--- src/rtl/bus_loader.sv ---
// Byte-stream bus initiator: host frames become single-word reads and writes on the CPU data bus.
// Optional feature: define BUS_LOADER_AUTOINC_EN for post-access address increment and the 0x4E write command.
module bus_loader #(
  parameter int TIMEOUT_CYCLES = 255
) (
  input  logic        clk,
  input  logic        rst,
  input  logic [7:0]  rx_data,
  input  logic        rx_valid,
  output logic        rx_ready,
  output logic [7:0]  tx_data,
  output logic        tx_valid,
  input  logic        tx_ready,
  output logic        bus_req,
  input  logic        bus_gnt,
  output logic        bus_we,
  output logic [31:0] bus_a,
  output logic [31:0] bus_wd,
  input  logic [31:0] bus_rd,
  output logic        frame_err,
  output logic        busy
);

  localparam int TW = $clog2(TIMEOUT_CYCLES + 1);
  localparam logic [TW-1:0] TMO_LAST = TW'(TIMEOUT_CYCLES - 1);

  // Handshakes: a byte moves on a rising edge only when its valid and ready are both high.
  typedef enum logic [2:0] {
    S_IDLE,
    S_ADDR,
    S_DATA,
    S_REQ,
    S_RESP,
    S_ERR
  } state_t;

  state_t          state, state_next;
  logic [1:0]      cnt;
  logic            is_write;
  logic [31:0]     addr_q;
  logic [23:0]     data_q;
  logic [31:0]     bus_a_q, bus_wd_q, resp_q;
  logic [TW-1:0]   tmo_cnt;
  logic            frame_err_q, frame_err_next;
  logic            collecting, accept, tx_fire, timeout_hit;
  logic            cmd_rd, cmd_wr, cmd_inc;
  logic [31:0]     addr_shift, data_shift;

  assign collecting = (state == S_ADDR) || (state == S_DATA);
  assign rx_ready   = (state == S_IDLE) || collecting;
  assign accept     = rx_valid && rx_ready;
  assign tx_valid   = (state == S_RESP) || (state == S_ERR);
  assign tx_fire    = tx_valid && tx_ready;
  assign bus_req    = (state == S_REQ);
  assign bus_we     = bus_req && bus_gnt && is_write;
  assign bus_a      = bus_a_q;
  assign bus_wd     = bus_wd_q;
  assign frame_err  = frame_err_q;
  assign busy       = (state != S_IDLE);

  assign cmd_rd = (rx_data == 8'h52);
  assign cmd_wr = (rx_data == 8'h57);
`ifdef BUS_LOADER_AUTOINC_EN
  assign cmd_inc = (rx_data == 8'h4E);
`else
  assign cmd_inc = 1'b0;
`endif

  // Fields arrive MSB first, so each new byte shifts in at the bottom.
  assign addr_shift  = {addr_q[23:0], rx_data};
  assign data_shift  = {data_q, rx_data};
  assign timeout_hit = collecting && !accept && (tmo_cnt == TMO_LAST);

  always_comb begin
    state_next     = state;
    frame_err_next = 1'b0;
    tx_data        = 8'h00;
    case (state)
      S_IDLE: begin
        if (accept) begin
          if (cmd_rd || cmd_wr) begin
            state_next = S_ADDR;
          end else if (cmd_inc) begin
            state_next = S_DATA;
          end else begin
            state_next     = S_ERR;
            frame_err_next = 1'b1;
          end
        end
      end
      S_ADDR: begin
        if (accept && (cnt == 2'd3)) begin
          state_next = is_write ? S_DATA : S_REQ;
        end else if (timeout_hit) begin
          state_next     = S_IDLE;
          frame_err_next = 1'b1;
        end
      end
      S_DATA: begin
        if (accept && (cnt == 2'd3)) begin
          state_next = S_REQ;
        end else if (timeout_hit) begin
          state_next     = S_IDLE;
          frame_err_next = 1'b1;
        end
      end
      S_REQ: begin
        if (bus_gnt) state_next = S_RESP;
      end
      S_RESP: begin
        if (is_write) begin
          tx_data = 8'h4B;
        end else begin
          case (cnt)
            2'd0:    tx_data = resp_q[31:24];
            2'd1:    tx_data = resp_q[23:16];
            2'd2:    tx_data = resp_q[15:8];
            default: tx_data = resp_q[7:0];
          endcase
        end
        if (tx_fire && (is_write || (cnt == 2'd3))) state_next = S_IDLE;
      end
      S_ERR: begin
        tx_data = 8'h3F;
        if (tx_fire) state_next = S_IDLE;
      end
      default: state_next = S_IDLE;
    endcase
  end

  always_ff @(posedge clk) begin
    if (rst) begin
      state       <= S_IDLE;
      cnt         <= 2'd0;
      is_write    <= 1'b0;
      addr_q      <= '0;
      data_q      <= '0;
      bus_a_q     <= '0;
      bus_wd_q    <= '0;
      resp_q      <= '0;
      tmo_cnt     <= '0;
      frame_err_q <= 1'b0;
    end else begin
      state       <= state_next;
      frame_err_q <= frame_err_next;

      // The byte counter restarts on every state change so each phase counts from 0.
      if (state_next != state) begin
        cnt <= 2'd0;
      end else if ((accept && collecting) || (tx_fire && (state == S_RESP))) begin
        cnt <= cnt + 2'd1;
      end

      if (accept || !collecting) begin
        tmo_cnt <= '0;
      end else begin
        tmo_cnt <= tmo_cnt + 1'b1;
      end

      if (accept && (state == S_IDLE)) begin
        is_write <= cmd_wr || cmd_inc;
      end

      // Bus address/data registers load on the edge that enters REQ, so they are stable for the access.
      if (accept && (state == S_ADDR)) begin
        addr_q <= addr_shift;
        if ((cnt == 2'd3) && !is_write) begin
          bus_a_q <= {addr_shift[31:2], 2'b00};
        end
      end

      if (accept && (state == S_DATA)) begin
        data_q <= data_shift[23:0];
        if (cnt == 2'd3) begin
          bus_a_q  <= {addr_q[31:2], 2'b00};
          bus_wd_q <= data_shift;
        end
      end

      if ((state == S_REQ) && bus_gnt) begin
        if (!is_write) resp_q <= bus_rd;
`ifdef BUS_LOADER_AUTOINC_EN
        addr_q <= {addr_q[31:2] + 30'd1, 2'b00};
`endif
      end
    end
  end

endmodule

--- config.mk ---
export PLATFORM = sky130hd
export DESIGN_NAME = bus_loader
export DESIGN_NICKNAME = d
export VERILOG_FILES = /design/src/rtl/bus_loader.sv
export SDC_FILE = /design/constraint.sdc
export NUM_CORES = 1
export LEC_CHECK = 0
export ABC_AREA = 1
export BUFFER_PORTS_ARGS = -buffer_cell sky130_fd_sc_hd__buf_4
export CORE_MARGIN = 4
export CORE_UTILIZATION = 57
export CTS_BUF_LIST = sky130_fd_sc_hd__clkbuf_4 sky130_fd_sc_hd__clkbuf_8
export CTS_CLUSTER_SIZE = 25
export DETAILED_ROUTE_END_ITERATION = 8
export PLACE_DENSITY_LB_ADDON = 0.08
export SLEW_MARGIN = 5
export SYNTH_ARGS = -nofsm -noshare
export SYNTH_HDL_FRONTEND = slang
export SYNTH_SLANG_ARGS = --single-unit
--- constraint.sdc ---
create_clock -name clk -period 1.85 [get_ports clk]
set_clock_uncertainty 0.05 [all_clocks]
set_input_delay 0.185 -clock clk [delete_from_list [all_inputs] [get_ports clk]]
set_output_delay 0.185 -clock clk [all_outputs]
set_load 0.02 [all_outputs]
==> results.toml <==
[outcome]
status = "complete, but fails checks"
violations = "negative setup slack"

[clock_network]
ctsRootBufferMaster = "clkbuf_8"
cts_tree = "yes"
clk_latency_ns = 0.45
numCtsBuffers = 17
clock_path_buffers = 2
cts_sinks = 167
clk_pin_slew_worst_paths_ns = 0.08
cts_htree_levels = 4

[critical_path]
cp_num_buf_inv = 2
worst-r2r-setup-slack_ns = 0.13
slowest_delay_ns = 0.39
crit_family = "flip-flops"
worstPathMaxFanout = 8
crit_path_cell_trace = "buf_6, ha_4, nand2_1, nand3_1, nand2_1, a31oi_1, buf_4"
arrival_ns = 1.77
crit_required_ns = 1.62
path_class = "reg -> out"
endpoint_kind = "output pin"
worstSetupStartpointType = "register"
cpMaxStageDelayCell = "dfxtp_4"
crit_path_frequent_cell = "nand2_1"

[die]
initial_core_util_pct = 58.3
placeableCoreArea_mm2 = 0.0114
ios = 123
die_x_um = 116
fp.dieH_um = 116
fp-row-count = 39
die-area_mm2 = 0.0135

[sta]
fmax_mhz = 498
post-route-period-util_pct = 109
worstMarginPinSlew_ns = 0.375
relSlewSlack_pct = 75.0
period_minus_slack_ns = 2.01
setup_viol = 8
whs_ns = 0.0563
rsz0062_at_grt = "true"
finalWorstSetupSlack_ns = -0.160
slew_violations = 0
hold_viol_final = 0

[cells_and_area]
layout-drive-gt1-share_pct = 21.9
final_area_mm2 = 0.00877
fillerInstances = 836
utilization_pct = 76.8
layout.nets = 1088
area_delta_synth_final_pct = 31.7
diodes = 0

[placement]
io_buffer_count = 122
dpl_cell_area_mm2 = 0.00766
gp_congestion = 0.889
dp_slack_ns = 0.119
hpwlAfterDp_um = 11600

[drt]
vias = 6632
drt_iter0_drc = 651
wirelength_um = 18400
routed_via_density = 5.56
wire_per_inst_um = 15.5
drcViolationCount = 0
drt_pre_antenna_iters = 5
postRouteAntennaNets = 0

[synthesis]
synth_edf_count = 0
synthMuxAreaShare_pct = 0
synth-xor-area-share_pct = 0.658
synth_cell_types = 30
synth_warnings = 0
ys_seq_area_share_pct = 50.2
syn_area_mm2 = 0.00666
synth_top_area_share_pct = 50.2
netlist_instances = 890
synth_seq_cells = 167
synth_simple_gate_area_share_pct = 21.7
syn_nets = 941
yosys_most_used_dff = "dfxtp_1"
synth_adder_area_share_pct = 1.13
avgSynthCellArea_um2 = 7.48
synth_top_area_cell = "dfxtp_1"
async_flop_share_pct = 0
synth_compound_area_share_pct = 18.9
synth.area.top_cells = "dfxtp_1 (50%), nand2_1 (9.2%), o21ai_0 (9.2%), nor2_1 (7.6%), a21oi_1 (5.6%)"
synth_top_family_by_area = "simple AND/OR/NAND/NOR gates"

[global_routing]
grt_overflow_total = 0
grt_first_pass_wirelength_um = 30100
grt_pass1_vias = 6311
grt_util_all_layers_pct = 28.0
grt_start_max_net_pins = 87
antenna_found_initial = 0

[pwr]
p_int_w = 0.00538
clock_power_share_pct = 39.6
peakVddDrop_mv = 0.733
leakage_nw = 3.68
p_total_w = 0.00704
switching_share_pct = 23.7
p_comb_share_pct = 8.0
p_per_area_mw_per_mm2 = 803
seqPwrFrac_pct = 52.5
switchingPower_w = 0.00166

[min_path]
worstHoldPathType = "in -> reg"

[flow_run]
drv_cap = 0
[power groups by stage]
stage	Sequential (W)	Combinational [W]	Clock (W)
after floorplan	0.00376	0.000255	0
after global placement	0.00377	0.000424	0
after detailed placement	0.00377	0.000436	0
after CTS	0.00369	0.000542	0.00282
after global routing	0.00370	0.000611	0.00296
final	0.00369	0.000560	0.00279
[metal layers]
layer	routed length, µm	global-route usage [%]	vias to the layer above
met5	0	0	-
met4	484	12.7	0
met3	1090	6.48	46
met2	9140	45.4	266
met1	7730	35.5	3089
li1	-	-	3231
[worst reg2reg max path, delay by kind of cell, from the launching register on]
| family | cells | cell delay, ns |
|---|---|---|
| AOI/OAI and AO/OA | 1 | 0.14 |
| and+or+nand+nor | 3 | 0.29 |
| adders and majority gates | 1 | 0.16 |
| DFF | 1 | 0.40 |
| buffers and inverters | 5 | 0.61 |
[per-stage QoR]
stage               setup TNS [ns]  instances
floorplan                        0        890
global placement                 0       1112
detailed placement               0       1112
global route                 -1.42       1192
CTS                         -0.830       1191
finish                      -0.701       1192
[worst paths after layout]
check	start	endpoint	cells after the start
max	cnt[0]$_SDFFE_PP0P_	tx_data[4]	7
min	rx_valid	tmo_cnt[5]$_SDFF_PP0_	4
max reg2reg	cnt[1]$_SDFFE_PP0P_	bus_a[18]$_SDFF_PP0_	10
min reg2reg	bus_a[1]$_SDFF_PP0_	bus_a[1]$_SDFF_PP0_	2
[logic make-up (layout without fill, tap and decap cells)]
logic type	count (synthesis)	after routing
xor+xnor	5	5
buf+inv	117	276
simple gates	355	355
flops	167	167
compound gates	240	240
fa+ha+maj	6	6
[repair_timing]
action | CTS | global route
hold buffers | 42 | 0
setup endpoints to repair | 10 | 12
resized for setup | 52 | 14
pin swaps | 16 | 6
hold endpoints to repair | 62 | 0
setup buffers | 6 | 1
[cell usage in the layout (no fill, tap or decap), types with 4 or more instances in the layout]
| master | n |
|---|---|
| a21oi_1 | 74 |
| a31oi_1 | 33 |
| buf_12 | 4 |
| buf_4 | 137 |
| buf_6 | 5 |
| clkbuf_8 | 20 |
| dfxtp_1 | 161 |
| dlygate4sd3_1 | 42 |
| ha_4 | 4 |
| inv_1 | 45 |
| inv_2 | 7 |
| nand2_1 | 153 |
| nand2_2 | 12 |
| nand3_1 | 39 |
| nand3_2 | 5 |
| nor2_1 | 129 |
| nor3_1 | 4 |
| o21ai_0 | 116 |
| o21ai_1 | 10 |
[sequential cells by signal, indices dropped and copies added (netlist names)]
name / count
addr_q: 32
bus_a: 32
bus_wd: 32
cnt: 2
data_q: 24
frame_err: 1
is_write: 1
resp_q: 32
state: 3
tmo_cnt: 8
[cell type report]
| type | instances | area (µm²) | share of cell area (%) |
|---|---|---|---|
| clock buffer | 22 | 290 | 3.31 |
| inverter | 57 | 226 | 2.58 |
| tap | 143 | 179 | 2.04 |
| multi-input combinational | 606 | 2990 | 34.1 |
| sequential | 167 | 3360 | 38.3 |
| timing repair buffer | 188 | 1590 | 18.1 |
| clock inverter | 9 | 141 | 1.61 |
[synthesized netlist by cell type, types with 4 or more instances]
| library cell | count |
|---|---|
| a21oi_1 | 75 |
| a31oi_1 | 34 |
| buf_1 | 6 |
| buf_2 | 16 |
| buf_6 | 4 |
| clkbuf_1 | 33 |
| dfxtp_1 | 167 |
| ha_1 | 6 |
| inv_1 | 51 |
| inv_2 | 5 |
| nand2_1 | 164 |
| nand3_1 | 43 |
| nor2_1 | 134 |
| nor3_1 | 4 |
| o21ai_0 | 123 |
| o21ai_1 | 4 |
Power figures use the tool's default switching activity.
